**src/rtl/ipf_frame_sched_if.sv**
```systemverilog
// Bus bundle between the IPF frame scheduler and its environment
// (image/parameter memories, filter core, frame control).
interface ipf_frame_sched_if;
    logic        start;
    logic        ipf_busy;
    logic        ipf_out_en;
    logic        ipf_finish;
    logic [7:0]  img_rdata;
    logic [23:0] prm_rdata;
    logic        img_rd;
    logic [13:0] img_addr;
    logic        prm_rd;
    logic [5:0]  prm_addr;
    logic        in_en;
    logic [7:0]  din;
    logic [1:0]  ipf_type;
    logic [4:0]  ipf_band_pos;
    logic        ipf_wo_class;
    logic [15:0] ipf_offset;
    logic [2:0]  lcu_x;
    logic [2:0]  lcu_y;
    logic [1:0]  lcu_size;
    logic        sched_busy;
    logic        done;
    logic        err;
    logic [14:0] out_cnt;

    modport master (
        input  start, ipf_busy, ipf_out_en, ipf_finish, img_rdata, prm_rdata,
        output img_rd, img_addr, prm_rd, prm_addr, in_en, din,
               ipf_type, ipf_band_pos, ipf_wo_class, ipf_offset,
               lcu_x, lcu_y, lcu_size, sched_busy, done, err, out_cnt
    );

    modport slave (
        output start, ipf_busy, ipf_out_en, ipf_finish, img_rdata, prm_rdata,
        input  img_rd, img_addr, prm_rd, prm_addr, in_en, din,
               ipf_type, ipf_band_pos, ipf_wo_class, ipf_offset,
               lcu_x, lcu_y, lcu_size, sched_busy, done, err, out_cnt
    );
endinterface

```
**src/rtl/ipf_frame_sched.sv**
```systemverilog
// Frame scheduler for the IPF core: raster-walks LCUs, prefetches per-LCU
// parameters and streams pixels into the core under busy back-pressure.
module ipf_frame_sched #(
    parameter int         IMG_W         = 128,
    parameter int         LCU_SIZE      = 16,
    parameter logic [1:0] LCU_SIZE_CODE = 2'd0
) (
    input logic clk,
    input logic reset,
    ipf_frame_sched_if.master bus
);
    localparam int          LW        = $clog2(LCU_SIZE);
    localparam int          NW        = $clog2(IMG_W / LCU_SIZE);
    localparam logic [14:0] FRAME_PIX = 15'(IMG_W * IMG_W);

    typedef enum logic [2:0] {IDLE, PRM0, STREAM, DRAIN, DONE} state_t;

    state_t          state;
    logic [NW-1:0]   kx, ky;
    logic [LW-1:0]   r, c;
    logic            prm_rd_q;
    logic [5:0]      prm_addr_q;
    logic [23:0]     pf_data;
    logic [5:0]      pf_idx;
    logic            first_pix, last_pix;
    logic [14:0]     out_cnt_nxt;

    assign first_pix = (r == '0) && (c == '0);
    assign last_pix  = (&{ky, kx}) && (&r) && (&c);

    // Memories have one cycle of read latency: strobe/address are issued
    // combinationally in the issue cycle, data is valid the following cycle.
    assign bus.img_rd   = (state == STREAM) && !bus.ipf_busy;
    assign bus.img_addr = {ky, r, kx, c};
    assign bus.prm_rd   = ((state == IDLE) && bus.start) ||
                          (bus.img_rd && first_pix && !(&{ky, kx}));
    assign bus.prm_addr = (state == IDLE) ? 6'd0 : 6'({ky, kx} + 6'd1);
    assign bus.din      = bus.in_en ? bus.img_rdata : 8'd0;
    assign bus.lcu_size = LCU_SIZE_CODE;

    assign out_cnt_nxt = bus.out_cnt +
        15'((state != IDLE) && bus.ipf_out_en && !(&bus.out_cnt));

    always_ff @(posedge clk) begin
        if (reset) begin
            state            <= IDLE;
            {kx, ky, r, c}   <= '0;
            prm_rd_q         <= 1'b0;
            prm_addr_q       <= '0;
            pf_data          <= '0;
            pf_idx           <= '0;
            bus.in_en        <= 1'b0;
            bus.ipf_type     <= '0;
            bus.ipf_band_pos <= '0;
            bus.ipf_wo_class <= 1'b0;
            bus.ipf_offset   <= '0;
            bus.lcu_x        <= '0;
            bus.lcu_y        <= '0;
            bus.sched_busy   <= 1'b0;
            bus.done         <= 1'b0;
            bus.err          <= 1'b0;
            bus.out_cnt      <= '0;
        end else begin
            bus.in_en  <= bus.img_rd;
            prm_rd_q   <= bus.prm_rd;
            prm_addr_q <= bus.prm_addr;
            bus.done   <= 1'b0;
            bus.out_cnt <= out_cnt_nxt;

            if (prm_rd_q) begin
                pf_data <= bus.prm_rdata;
                pf_idx  <= prm_addr_q;
            end

            // Registered here so the new parameters appear with the first in_en.
            if (bus.img_rd && first_pix) begin
                bus.ipf_type     <= pf_data[23:22];
                bus.ipf_band_pos <= pf_data[21:17];
                bus.ipf_wo_class <= pf_data[16];
                bus.ipf_offset   <= pf_data[15:0];
                bus.lcu_x        <= pf_idx[2:0];
                bus.lcu_y        <= pf_idx[5:3];
            end

            case (state)
                IDLE: if (bus.start) begin
                    state          <= PRM0;
                    bus.sched_busy <= 1'b1;
                    bus.out_cnt    <= '0;
                    bus.err        <= 1'b0;
                    {kx, ky, r, c} <= '0;
                end
                PRM0: state <= STREAM;
                STREAM: if (bus.img_rd) begin
                    if (last_pix) begin
                        state <= DRAIN;
                    end else begin
                        c <= c + 1'b1;
                        if (&c) begin
                            r <= r + 1'b1;
                            if (&r) {ky, kx} <= {ky, kx} + 1'b1;
                        end
                    end
                end
                DRAIN: if (bus.ipf_finish) begin
                    state          <= DONE;
                    bus.done       <= 1'b1;
                    bus.sched_busy <= 1'b0;
                end
                DONE: begin
                    if (out_cnt_nxt != FRAME_PIX) bus.err <= 1'b1;
                    state <= IDLE;
                end
                default: state <= IDLE;
            endcase
        end
    end
endmodule

```
**src/flat_wrapper.sv**
```systemverilog
// flat-port wrapper written by rule: the top's interface ports become plain ports
module ipf_frame_sched_flat 
#(
    parameter int         IMG_W         = 128,
    parameter int         LCU_SIZE      = 16,
    parameter logic [1:0] LCU_SIZE_CODE = 2'd0
)
  (clk, reset, bus_start, bus_ipf_busy, bus_ipf_out_en, bus_ipf_finish, bus_img_rdata, bus_prm_rdata, bus_img_rd, bus_img_addr, bus_prm_rd, bus_prm_addr, bus_in_en, bus_din, bus_ipf_type, bus_ipf_band_pos, bus_ipf_wo_class, bus_ipf_offset, bus_lcu_x, bus_lcu_y, bus_lcu_size, bus_sched_busy, bus_done, bus_err, bus_out_cnt);
  ipf_frame_sched_if bus_i ();
  input logic clk;
  input logic reset;
  input wire logic [$bits(bus_i.start)-1:0] bus_start;
  input wire logic [$bits(bus_i.ipf_busy)-1:0] bus_ipf_busy;
  input wire logic [$bits(bus_i.ipf_out_en)-1:0] bus_ipf_out_en;
  input wire logic [$bits(bus_i.ipf_finish)-1:0] bus_ipf_finish;
  input wire logic [$bits(bus_i.img_rdata)-1:0] bus_img_rdata;
  input wire logic [$bits(bus_i.prm_rdata)-1:0] bus_prm_rdata;
  output wire logic [$bits(bus_i.img_rd)-1:0] bus_img_rd;
  output wire logic [$bits(bus_i.img_addr)-1:0] bus_img_addr;
  output wire logic [$bits(bus_i.prm_rd)-1:0] bus_prm_rd;
  output wire logic [$bits(bus_i.prm_addr)-1:0] bus_prm_addr;
  output wire logic [$bits(bus_i.in_en)-1:0] bus_in_en;
  output wire logic [$bits(bus_i.din)-1:0] bus_din;
  output wire logic [$bits(bus_i.ipf_type)-1:0] bus_ipf_type;
  output wire logic [$bits(bus_i.ipf_band_pos)-1:0] bus_ipf_band_pos;
  output wire logic [$bits(bus_i.ipf_wo_class)-1:0] bus_ipf_wo_class;
  output wire logic [$bits(bus_i.ipf_offset)-1:0] bus_ipf_offset;
  output wire logic [$bits(bus_i.lcu_x)-1:0] bus_lcu_x;
  output wire logic [$bits(bus_i.lcu_y)-1:0] bus_lcu_y;
  output wire logic [$bits(bus_i.lcu_size)-1:0] bus_lcu_size;
  output wire logic [$bits(bus_i.sched_busy)-1:0] bus_sched_busy;
  output wire logic [$bits(bus_i.done)-1:0] bus_done;
  output wire logic [$bits(bus_i.err)-1:0] bus_err;
  output wire logic [$bits(bus_i.out_cnt)-1:0] bus_out_cnt;
  assign bus_i.start = bus_start;
  assign bus_i.ipf_busy = bus_ipf_busy;
  assign bus_i.ipf_out_en = bus_ipf_out_en;
  assign bus_i.ipf_finish = bus_ipf_finish;
  assign bus_i.img_rdata = bus_img_rdata;
  assign bus_i.prm_rdata = bus_prm_rdata;
  assign bus_img_rd = bus_i.img_rd;
  assign bus_img_addr = bus_i.img_addr;
  assign bus_prm_rd = bus_i.prm_rd;
  assign bus_prm_addr = bus_i.prm_addr;
  assign bus_in_en = bus_i.in_en;
  assign bus_din = bus_i.din;
  assign bus_ipf_type = bus_i.ipf_type;
  assign bus_ipf_band_pos = bus_i.ipf_band_pos;
  assign bus_ipf_wo_class = bus_i.ipf_wo_class;
  assign bus_ipf_offset = bus_i.ipf_offset;
  assign bus_lcu_x = bus_i.lcu_x;
  assign bus_lcu_y = bus_i.lcu_y;
  assign bus_lcu_size = bus_i.lcu_size;
  assign bus_sched_busy = bus_i.sched_busy;
  assign bus_done = bus_i.done;
  assign bus_err = bus_i.err;
  assign bus_out_cnt = bus_i.out_cnt;
  ipf_frame_sched #(.IMG_W(IMG_W), .LCU_SIZE(LCU_SIZE), .LCU_SIZE_CODE(LCU_SIZE_CODE)) u_core (.clk(clk), .reset(reset), .bus(bus_i));
endmodule
```
**config.mk**
```make
export PLATFORM = sky130hd
export DESIGN_NAME = ipf_frame_sched_flat
export DESIGN_NICKNAME = d
export VERILOG_FILES = /design/src/rtl/ipf_frame_sched_if.sv /design/src/rtl/ipf_frame_sched.sv /design/src/flat_wrapper.sv
export SDC_FILE = /design/constraint.sdc
export NUM_CORES = 1
export LEC_CHECK = 0
export ABC_AREA = 1
export CAP_MARGIN = 10
export CORE_MARGIN = 2
export CORE_UTILIZATION = 48
export DETAILED_ROUTE_END_ITERATION = 12
export PLACE_DENSITY = 0.8
export SLEW_MARGIN = 20
export SYNTH_ARGS = -nofsm -noshare
export SYNTH_HDL_FRONTEND = slang
export SYNTH_SLANG_ARGS = --single-unit
```
**constraint.sdc**
```tcl
create_clock -name clk -period 2.6 [get_ports clk]
set_clock_uncertainty 0.2 [all_clocks]
set_input_delay 0.39 -clock clk [delete_from_list [all_inputs] [get_ports clk]]
set_output_delay 0.39 -clock clk [all_outputs]
set_load 0.02 [all_outputs]
```
Yosys cells after proc, flatten, opt, wreduce, memory -nomap -nowiden:

Index checks and enable logic that the tools add are counted.

* logic and storage cells: 104
* input bits: 38
* flip-flop bits (word level): 103

* equality and inequality tests: 13
* multiplexer cells: 35
* reduce and logical (&&, ||, !) cells: 31
* add/sub/neg operators: 4
* bitwise gates (word level): 1

Operators by type and width (count)
* 2-to-1 mux 3 bit: 13
* 2-to-1 mux 15 bit: 2
* 2-to-1 mux 4 bit: 6
* one-hot mux 4 bit (2 select lines): 2
* AND reduction 4 bit: 4
* adder 15 x 1 -> 15 bit: 1
* != test 15 bit, second input constant: 1
* AND reduction 15 bit: 1
* one-hot mux 3 bit (2 select lines): 2
* one-hot mux 3 bit (4 select lines): 1
* AND reduction 6 bit: 2
* != test 2 bit, second input constant: 5
* logical AND 1 bit: 9
* adder 4 x 1 -> 4 bit, second input constant: 2
* logical NOT 4 bit: 2
* 2-to-1 mux 8 bit: 1
* adder 6 x 1 -> 6 bit, second input constant: 1
* equality test 3 x 2 -> 1 bit, second input constant: 2
* 2-to-1 mux 6 bit: 1
* != test 2 x 1 -> 1 bit, second input constant: 3
* AND reduction 3 bit: 2
* nonzero test 2 bit: 3
* 2-to-1 mux 1 bit: 5
* AND reduction 5 bit: 1
* other kinds (9): 12

Depth between registers and ports, before layout:

Gate-level depths: netlist (run 1).

* word-level depth: 7
* gate-level depth with buffers: 18

Worst setup path after synthesis (run 1):

No wires, ideal clock.

* kind: register -> register
* start point: register u_core.bus.out_cnt[4] (netlist bit)
* end point: register u_core.bus.err
* period minus slack after synthesis: 2586 ps
* stages on the path, launching flop included: 18
* setup slack: 14 ps
* buffers on the path: 0
* arrival: 2273 ps
* library setup time: 112 ps
* cell sequence: dfxtp_1 > nand2_1 > nor2_1 > nand2_1 > o41ai_1 > nor2_1 > ha_1 > ha_1 > inv_1 > nand2_1 > nor2_1 > nand2_1 > nor2_1 > nand3_1 > nor2_1 > nand3_1 > nand2_1 > nand2_1

* word-level cells in the longest chain between the ends: 7

Ends and longest elaborated chain
* from (decl): line ipf_frame_sched_if.sv:32 `lcu_x, lcu_y, lcu_size, sched_busy, done, err, out_cnt`
* from (signal assigned): line ipf_frame_sched.sv:68 `bus.out_cnt <= out_cnt_nxt;`
* AND reduction 15 bit: line ipf_frame_sched.sv:42 `15'((state != IDLE) && bus.ipf_out_en && !(&bus.out_cnt));`
* logical NOT 1 bit: line ipf_frame_sched.sv:42
* logical AND 1 bit: line ipf_frame_sched.sv:42
* adder 15 x 1 -> 15 bit (*): line ipf_frame_sched.sv:41 `assign out_cnt_nxt = bus.out_cnt +`
* != test 15 bit (*): line ipf_frame_sched.sv:111 `if (out_cnt_nxt != FRAME_PIX) bus.err <= 1'b1;`
* != test 2 x 1 -> 1 bit (no source line) (*)
* AND reduction 3 bit (no source line) (*)
* to (signal assigned): line ipf_frame_sched.sv:61 `bus.err <= 1'b0;`
* to (signal assigned): line ipf_frame_sched.sv:90 `bus.err <= 1'b0;`
* to (signal assigned): line ipf_frame_sched.sv:111
* to (decl): line ipf_frame_sched_if.sv:32

Mark *: on every way between the ends. The rest lies on a longest branch, timed or not.
A chain may end at the register's enable or synchronous reset.

Worst setup path in the final report (run 1):

* start point: register u_core.bus.out_cnt[10] (netlist bit)
* end point: register u_core.bus.err

The elaborated chain is that of the path after synthesis.

==> reports/qor.yml, run 1 <==
status: "finished, final reports clean"
cts_buffers: 9
syn-instance-count: 612
drt_iter0_drc: 105
synthFlopType: "dfxtp_1"
cp-end-kind: "flop"
synth_edf_count: 0
synth_top_cell_area_share_pct: 47.4
ys_seq_area_share_pct: 47.4
synthArstFlopShare_pct: 0
grt_use_total_pct: 22.1
grt_max_degree: 61
tightestPinTransition_ns: 0.906
power_frac_comb_pct: 39.2
gp_congestion: 0.858
power.share.clock_pct: 19.2
power_density_nw_per_um2: 871
synth.most_common_cell: "nor2_1"
cts_buffer_depth: 2
crit_slowest_cell: "dfxtp_1"
synth.area.top_cells: "dfxtp_1 (47%), nor2_1 (15%), nand2_1 (8.1%)"
finalWorstSetupSlack_ns: 0.126
yosysTopAreaCell: "dfxtp_1"
tns_ns: 0
cpPeakStageDelay_ns: 0.35
viasPerCell: 4.97
path_cells: "nand2_1 -> nor2_2 -> nand2_1 -> o41ai_2 -> nor2_1 -> ha_1 -> ha_2 -> inv_1 -> nor2_1 -> nand3_1 -> nand2_1 -> nor2_1 -> nand3_1 -> nor2_1 -> nand3_1 -> nand2_1 -> nand2_1"
routedWlPerCell_um: 12.5
crit_arrival_ns: 2.54
drc: 0
critPathBufInv: 1
totalWireLength_um: 10600
fin_crit_sh_pct: 95.1
netlist_area_um2: 4350
detailedRoute.firstPassIterationCount: 5
drive_gt1_share_pct: 7.97
synth.distinct_cells: 31
die_w_um: 99.2
rows: 34
r2r_slack_ns: 0.13
critPathKind: "reg2reg"
vias: 4216
final_max_slew_viol_count: 0
grt.overflow.total: 0
fmax_mhz: 404
grt_pass1_wl_um: 17900
io_buffers: 116
p_seq_share_pct: 41.6
swShare_pct: 39.4
place_area_um2: 5670
final_design_area_no_fill_um2: 5890
initial_core_util_pct: 49.6
critical-path-top-delay-family: "simple AND/OR/NAND/NOR gates"
ioPinCount: 119
n_antenna_cell: 0
cts_hold_buf: 0
ys_top_cells_by_count: "nor2_1 (179), dfxtp_1 (103), nand2_1 (94)"
grt_pass1_vias: 3913
syn_to_final_growth_pct: 35.5
period_minus_slack_ns: 2.47
irDropWorstVdd_mv: 0.547
root_buffer: "clkbuf_8"
yosysWarnings: 0
cts_tree: "done"
fp.dieH_um: 99.2
fillers: 768
finalHoldViolations: 0
worst_ep_required_time_ns: 2.66
min_path_type: "reg2reg"
relSlewSlack_pct: 39.5
clkLatencyLatePin_ns: 0.37
dieArea_um2: 9840
crit_fanout: 5
htreeDepth: 3
p_leak_nw: 2.59
ant_nets: 0
fin_hold_ws_ns: 0.259
dpl_worst_slack_ns: -0.0763
intPower_mw: 3.11
clock-sinks: 103
postSynthAreaPerCell_um2: 7.10
cpMostUsedCell: "nand2_1"
path_clk_slew_ns: 0.11
rsz0062_at_grt: "yes"
ys_seq_elements: 103
setup_violations: 0
fp.coreArea_um2: 8760
antenna_found_initial: 0
p_sw_mw: 2.02
cap_viol_max_count: 0
fin_nets: 780
crit_path_start_kind: "flop"
dp_hpwl_um: 7750
## power groups by stage
stage	Clock (mW)	Sequential [mW]	Combinational, mW
floorplan	0	2.35	1.08
global placement	0	2.15	1.99
detailed placement	0	2.16	2.03
CTS	1.00	2.13	2.03
global route	1.08	2.18	2.24
finish	0.985	2.14	2.01
## flip-flops by register name, indices dropped and copies added (netlist names), 2 cells and up
signal / flops
u_core.bus.ipf_band_pos: 5
u_core.bus.ipf_offset: 16
u_core.bus.ipf_type: 2
u_core.bus.lcu_x: 3
u_core.bus.lcu_y: 3
u_core.bus.out_cnt: 15
u_core.c: 4
u_core.kx: 3
u_core.ky: 3
u_core.pf_data: 24
u_core.pf_idx: 6
u_core.prm_addr_q: 6
u_core.r: 4
u_core.state: 3
## placed cells by master (no fill, tap or decap), types with 2 or more instances in the layout
cell type,n
nor2_1,177
clkdlybuf4s50_1,109
dfxtp_1,99
nand2_1,94
o21ai_0,66
inv_1,50
buf_4,24
nand3_1,20
a21oi_1,18
nor3_1,12
clkbuf_8,9
nand4_1,8
xor2_1,7
ha_1,6
dlymetal6s2s_1,5
nor2_2,4
dfxtp_2,4
o21bai_1,3
inv_6,3
inv_2,2
conb_1,2
clkinv_4,2
## path summary, 6_finish.rpt
path | startpoint | end | depth (start not counted)
min | u_core.prm_addr_q[5]$_SDFF_PP0_ | u_core.pf_idx[5]$_SDFFE_PP0P_ | 2
min reg2reg | u_core.prm_addr_q[5]$_SDFF_PP0_ | u_core.pf_idx[5]$_SDFFE_PP0P_ | 2
max reg2reg | u_core.bus.out_cnt[10]$_SDFF_PP0_ | u_core.bus.err$_SDFFE_PP0P_ | 17
max | u_core.bus.out_cnt[10]$_SDFF_PP0_ | u_core.bus.err$_SDFFE_PP0P_ | 17
## routing by layer
layer,vias up,GRT usage (%),share of wire [%]
met5,-,0,0
met4,0,8.11,1.6
met3,10,4.64,5.8
met2,135,36.0,48
met1,1904,29.2,44
li1,2167,-,-
## cell families (layout without fill, tap and decap cells)
logic type / count (synthesis) / in the layout / share of synthesized area, %
fa+ha+maj: 7 / 7 / 2.01
other cells: 1 / 2 / 0.0862
flops: 103 / 103 / 47.4
simple gates: 321 / 321 / 29.9
xor+xnor: 7 / 7 / 1.41
compound gates: 91 / 91 / 10.9
buf+inv: 82 / 209 / 8.23
## per-stage QoR
stage          utilization, %  total power, mW  cells
2_1_floorplan               -             3.43    613
3_3_place_gp             64.7             4.14    832
3_5_place_dp             64.7             4.19    832
4_1_cts                  66.9             5.17    848
5_1_grt                  67.2             5.49    848
6_report                 67.2             5.13    848
## tightest hold or removal path: stages, from the launching register on
cell and delay (ns):
dfxtp_1 0.32, nor2_1 0.04, nor2_1 0.08
## area by class of cell
type                            count  area (µm²)  area share [%]
Sequential cell                   103        2070            35.1
Clock buffer                        9         124            2.10
Multi-Input combinational cell    428        1950            33.1
Inverter                           53         199            3.38
Clock inverter                      7        71.3            1.21
Tap cell                          108         135            2.29
Timing Repair Buffer              140        1350            22.9
## what timing repair did
action	in CTS	in global routing
buffers inserted	0	0
setup endpoints to repair	5	7
resized for setup	3	14
(Power assumes the default switching activity.)
==> inputs of run 2 (changes only) <==
--- a/config.mk
+++ b/config.mk
@@ -10,6 +10,7 @@
 export CORE_MARGIN = 2
 export CORE_UTILIZATION = 48
 export DETAILED_ROUTE_END_ITERATION = 12
+export HOLD_SLACK_MARGIN = 0.05
 export PLACE_DENSITY = 0.8
 export SLEW_MARGIN = 20
 export SYNTH_ARGS = -nofsm -noshare
==> results of run 2 <==
No change in the layout: final DEF, timing and power equal those of run 1.
==> inputs of run 3 (changes only) <==
--- a/config.mk
+++ b/config.mk
@@ -11,7 +11,7 @@
 export CORE_UTILIZATION = 48
 export DETAILED_ROUTE_END_ITERATION = 12
 export HOLD_SLACK_MARGIN = 0.05
-export PLACE_DENSITY = 0.8
+export PLACE_DENSITY = 0.91
 export SLEW_MARGIN = 20
 export SYNTH_ARGS = -nofsm -noshare
 export SYNTH_HDL_FRONTEND = slang
==> reports/qor.yml, run 3 (synthesis gave the netlist of run 1 again) <==
status: "finished, final reports clean"
power_frac_comb_pct: 39.6  # +0.4 points
period_minus_slack_ns: 2.52  # +0.0479 ns
fin_crit_sh_pct: 97.0  # +1.8 points
regMostFlops: "u_core.pf_data"
dp_hpwl_um: 7890  # +1.8%
syn_to_final_growth_pct: 34.9
mostFrequentLayoutCells: "nor2_1 (176), clkdlybuf4s50_1 (110), dfxtp_1 (99)"
totalWireLength_um: 10600  # -0.14%
rr_worst_depth: 17  # unchanged
fillers: 751  # -2.2%
crit_fanout: 2  # -3
wl_met2_um: 5100  # -0.33%
fin_hold_ws_ns: 0.270  # +0.0113 ns
crit_slowest_cell: "dfxtp_1"
setup_violations: 0  # unchanged
grt_use_total_pct: 21.3  # -0.88 points
cap_viol_max_count: 0  # unchanged
grt_pass1_wl_um: 17500  # -2.7%
path_clk_slew_ns: 0.11  # about the same
drive_gt1_share_pct: 7.47  # -0.50 points
path_cells: "nand2_1 -> nor2_2 -> nand2_1 -> o41ai_2 -> nor2_1 -> ha_1 -> ha_2 -> inv_1 -> nand2_1 -> nor2_1 -> nand2_1 -> nor2_1 -> nand3_1 -> nor2_1 -> nand3_1 -> nand2_1 -> nand2_1"
drt_iter0_drc: 154  # +47%
clkLatencyLatePin_ns: 0.36  # about the same
multi_input_area_um2: 1950  # +0.13%
rsz0062_at_grt: "yes"
drt-met1-wl_um: 4630  # -2.0%
rr_endpoint: "u_core.bus.err$_SDFFE_PP0P_"
htreeDepth: 3  # unchanged
ioPinCount: 119  # unchanged
drc: 0  # unchanged
initial_core_util_pct: 49.6  # unchanged
detailedRoute.firstPassIterationCount: 7  # +2
final_max_slew_viol_count: 0  # unchanged
fmax_mhz: 397  # -1.9%
vias: 4261  # +1.1%
fp.dieH_um: 99.2  # unchanged
grt_pass1_vias: 3980  # +1.7%
root_buffer: "clkbuf_8"
final_common_cell: "nor2_1"
largestRegisters: "u_core.pf_data (24), u_core.bus.ipf_offset (16), u_core.bus.out_cnt (15)"
p_leak_nw: 2.55  # -1.5%
power.share.clock_pct: 18.6  # -0.6 points
crit_start: "u_core.bus.out_cnt[6]$_SDFF_PP0_"
tightestPinTransition_ns: 0.901  # -0.00472 ns
largest_reg_flops: 24  # unchanged
intPower_mw: 3.10  # -0.21%
clock-sinks: 103  # unchanged
stdcell_count: 844  # -0.47%
p_sw_mw: 2.01  # -0.82%
io_buffers: 116  # unchanged
cts_buffers: 9  # unchanged
placed_cells: 827  # -0.60%
finalHoldViolations: 0  # unchanged
grt_max_degree: 61  # unchanged
relSlewSlack_pct: 39.9  # +0.31 points
gp_congestion: 0.883  # +3.0%
cts_tree: "done"
dieArea_um2: 9840  # unchanged
fp.coreArea_um2: 8760  # unchanged
routed-wl-met3_um: 639  # +3.9%
die_w_um: 99.2  # unchanged
cpMostUsedCell: "nand2_1"
power_density_nw_per_um2: 871  # about the same
fin_nets: 776  # -0.51%
viasPerCell: 5.05  # +1.5%
critPathKind: "reg2reg"
grt.overflow.total: 0  # unchanged
min_path_type: "reg2reg"
rows: 34  # unchanged
ant_nets: 0  # unchanged
r2r_slack_ns: 0.08  # -0.05 ns
worstReg2RegStart: "u_core.bus.out_cnt[6]$_SDFF_PP0_"
cts_hold_buf: 0  # unchanged
final_core_util_pct: 66.9  # -0.30 points
n_antenna_cell: 0  # unchanged
top_layer_used: "met4"
swShare_pct: 39.3  # -0.15 points
seqCellArea_um2: 2070  # +0.12%
irDropWorstVdd_mv: 0.570  # +4.3%
crit_arrival_ns: 2.58  # +0.04 ns
p_seq_share_pct: 41.8  # +0.2 points
crit_path_start_kind: "flop"
cts_buffer_depth: 2  # unchanged
routedWlPerCell_um: 12.6  # +0.33%
cpPeakStageDelay_ns: 0.37  # +0.02 ns
worst_ep_required_time_ns: 2.66  # about the same
antenna_found_initial: 0  # unchanged
cp-endpoint: "u_core.bus.err$_SDFFE_PP0P_"
cp-end-kind: "flop"
-- run 3: worst max-delay path, delay by kind of cell (launching register included) --
| family | cells | cell delay, ns |
|---|---|---|
| AOI/OAI and AO/OA | 1 | 0.20 |
| adders and majority gates | 2 | 0.47 |
| buffers and inverters | 1 | 0.07 |
| DFF | 1 | 0.37 |
| and+or+nand+nor | 13 | 1.11 |
-- run 3: area by class of cell --
type | count | area share, %
inverter | 53 | 3.39
clock buffer | 9 | 2.11
multi-input combinational | 428 | 33.2
tap | 108 | 2.30
timing repair buffer | 136 | 22.5
clock inverter | 7 | 1.17
sequential | 103 | 35.3
-- run 3: repair_timing --
item / 4_1_cts / 5_1_grt
cloned: 0 / 0
pin swaps: 1 / 2
endpoints found under the setup margin: 6 / 5
resized for setup: 6 / 10
setup buffers: 1 / 0
-- run 3: worst min path at each step --
| stage | cells past startpoint | slack [ns] | to | startpoint |
|---|---|---|---|---|
| after floorplan | 2 | 0.23 | u_core.pf_idx[0]$_SDFFE_PP0P_ | u_core.prm_addr_q[0]$_SDFF_PP0_ |
| after detailed placement | 2 | 0.25 | u_core.pf_idx[3]$_SDFFE_PP0P_ | u_core.prm_addr_q[3]$_SDFF_PP0_ |
| final | 2 | 0.27 | u_core.pf_idx[3]$_SDFFE_PP0P_ | u_core.prm_addr_q[3]$_SDFF_PP0_ |
| after CTS | 2 | 0.27 | u_core.pf_idx[3]$_SDFFE_PP0P_ | u_core.prm_addr_q[3]$_SDFF_PP0_ |
| after global placement | 2 | 0.24 | u_core.pf_idx[2]$_SDFFE_PP0P_ | u_core.prm_addr_q[2]$_SDFF_PP0_ |
| after global routing | 2 | 0.30 | u_core.pf_idx[2]$_SDFFE_PP0P_ | u_core.prm_addr_q[2]$_SDFF_PP0_ |
-- run 3: through the flow --
step	power, mW	setup slack [ns]	TNS [ns]	cell area [µm²]
floorplan	3.43	0.0143	0	4350
detailed placement	4.20	-0.152	-0.152	5630
finish	5.11	0.0786	0	5860
global route	5.46	-0.109	-0.109	5860
CTS	5.15	0.00109	0	5840
global placement	4.13	-0.0119	-0.0119	5630
-- run 3: per-layer routing --
layer,track usage [%],vias to the layer above
li1,-,2151
met1,27.8,1934
met2,36.2,155
met3,2.60,21
met4,8.01,0
met5,0,-
-- run 3: power groups by stage --
stage | Clock, mW | Combinational [mW] | Sequential, mW
6_report | 0.948 | 2.02 | 2.14
5_1_grt | 1.04 | 2.24 | 2.18
4_1_cts | 0.977 | 2.03 | 2.14
3_5_place_dp | 0 | 2.03 | 2.17
3_3_place_gp | 0 | 1.98 | 2.15
2_1_floorplan | 0 | 1.08 | 2.35
==> variant: new RTL, settings of run 1 <==
`LCU_SIZE` is set to 16 in 2 places; all go to 32.
--- a/src/rtl/ipf_frame_sched.sv
+++ b/src/rtl/ipf_frame_sched.sv
@@ -2,7 +2,7 @@
 // parameters and streams pixels into the core under busy back-pressure.
 module ipf_frame_sched #(
     parameter int         IMG_W         = 128,
-    parameter int         LCU_SIZE      = 16,
+    parameter int         LCU_SIZE      = 32,
     parameter logic [1:0] LCU_SIZE_CODE = 2'd0
 ) (
     input logic clk,
--- a/src/flat_wrapper.sv
+++ b/src/flat_wrapper.sv
@@ -2,7 +2,7 @@
 module ipf_frame_sched_flat 
 #(
     parameter int         IMG_W         = 128,
-    parameter int         LCU_SIZE      = 16,
+    parameter int         LCU_SIZE      = 32,
     parameter logic [1:0] LCU_SIZE_CODE = 2'd0
 )
   (clk, reset, bus_start, bus_ipf_busy, bus_ipf_out_en, bus_ipf_finish, bus_img_rdata, bus_prm_rdata, bus_img_rd, bus_img_addr, bus_prm_rd, bus_prm_addr, bus_in_en, bus_din, bus_ipf_type, bus_ipf_band_pos, bus_ipf_wo_class, bus_ipf_offset, bus_lcu_x, bus_lcu_y, bus_lcu_size, bus_sched_busy, bus_done, bus_err, bus_out_cnt);
Formal check against the unedited RTL: same outputs for any inputs over 10 cycles, from zero or initial values and one cycle with reset high; that may be too few to reach the edited logic, so the function may still have changed.
==> variant against run 1 <==
- area after synthesis down 1.9%
- worst setup slack worse by 74 ps
- via count up 1.3%
- cell count down 3.7%
- routed wire length up 4.7%
- sequential cell count down 3
- count of clock-buffer cells in the layout unchanged
- power down 14%
- final area down 1.1%
- critical path type unchanged
- critical endpoint unchanged
- largest cell class unchanged
- highest routed layer unchanged
==> variant: results (changes against run 1) <==
route.met2.wl_mm: 5.32  # was 5.12 mm
status: "finished, final reports clean"  # unchanged
pre_cts_ws_ps: -268  # was -76.3 ps
critical_path.max_stage_delay_ps: 390  # was 350 ps
grt_util_met1: 0.280  # was 0.292
grtUsageMet2: 0.387  # was 0.360
syn-mean-instance-area_um2: 7.30  # was 7.10 µm²
gr-usage-all-layers: 0.225  # was 0.221
grt_max_degree: 50  # was 61
first_iter_violations: 198  # was 105
viasPerCell: 5.23  # was 4.97
path_max_fanout: 6  # was 5
peakVddDrop_mv: 0.580  # was 0.547 mV
drive_gt1_frac: 0.102  # was 0.0797
grt_pass1_vias: 4002  # was 3,913
wl_per_cell_um: 13.6  # was 12.5 µm
synth_common_cells: "106 x nor2_1, 102 x nand2_1, 100 x dfxtp_1"  # was 179 x nor2_1, 103 x dfxtp_1, 94 x nand2_1
wirelength_mm: 11.1  # was 10.6 mm
wl_met3_um: 821  # was 615 µm
io_buffers: 114  # was 116
gp_congestion: 0.944  # was 0.858
p_leak_nw: 2.39  # was 2.59 nW
fillers: 737  # was 768
synthTopCellsByArea: "dfxtp_1 47%, nor2_1 9.3%, nand2_1 9.0%"  # was dfxtp_1 47%, nor2_1 15%, nand2_1 8.1%
ys_types: 32  # was 31
## variant: final timing paths
check | slack [ps] | cells past startpoint | to | from
min reg2reg | 270 | 2 | u_core.pf_idx[4] | u_core.prm_addr_q[4]
max reg2reg | 50 | 16 | u_core.bus.err | u_core.bus.out_cnt[14]
max | 50 | 16 | u_core.bus.err | u_core.bus.out_cnt[14]
min | 270 | 2 | u_core.pf_idx[4] | u_core.prm_addr_q[4]
## variant: what timing repair did
action | 4_1_cts | 5_1_grt
pin swaps | 2 | 7
gates resized for setup | 7 | 15
setup endpoints to repair | 3 | 5
gates cloned | 0 | 0
## variant: power breakdown
part | switching [mW] | leakage, nW | internal, mW
Clock | 0.610 | 0.103 | 0.383
Combinational | 0.995 | 1.47 | 0.548
Sequential | 0.115 | 0.814 | 1.74
## variant: cells by family (layout without fill, tap and decap cells)
logic type                 count (synthesis)  in the layout  share of synthesized area
other                                      1              4                   0.000879
buffers and inverters                     86            208                     0.0827
DFF                                      100            100                      0.469
and+or+nand+nor                          295            295                      0.304
adders and majority gates                  9              9                     0.0264
AOI/OAI and AO/OA                         89             89                      0.109
xor gates and xnor gates                   4              4                    0.00822
## variant: worst register-to-register path: cells and delay by family (launching register included)
| family | cells | cell delay [ps] |
|---|---|---|
| and+or+nand+nor | 12 | 1150 |
| adders and majority gates | 2 | 410 |
| DFF | 1 | 390 |
| AOI/OAI and AO/OA | 1 | 160 |
| buffers and inverters | 1 | 150 |
## variant: final cells by class
class | count | area, µm² | area share
Sequential cell | 100 | 2010 | 0.345
Multi-Input combinational cell | 401 | 1960 | 0.337
Timing Repair Buffer | 137 | 1310 | 0.225
Inverter | 55 | 206 | 0.0355
Tap cell | 108 | 135 | 0.0232
Clock buffer | 9 | 124 | 0.0213
Clock inverter | 7 | 76.3 | 0.0131
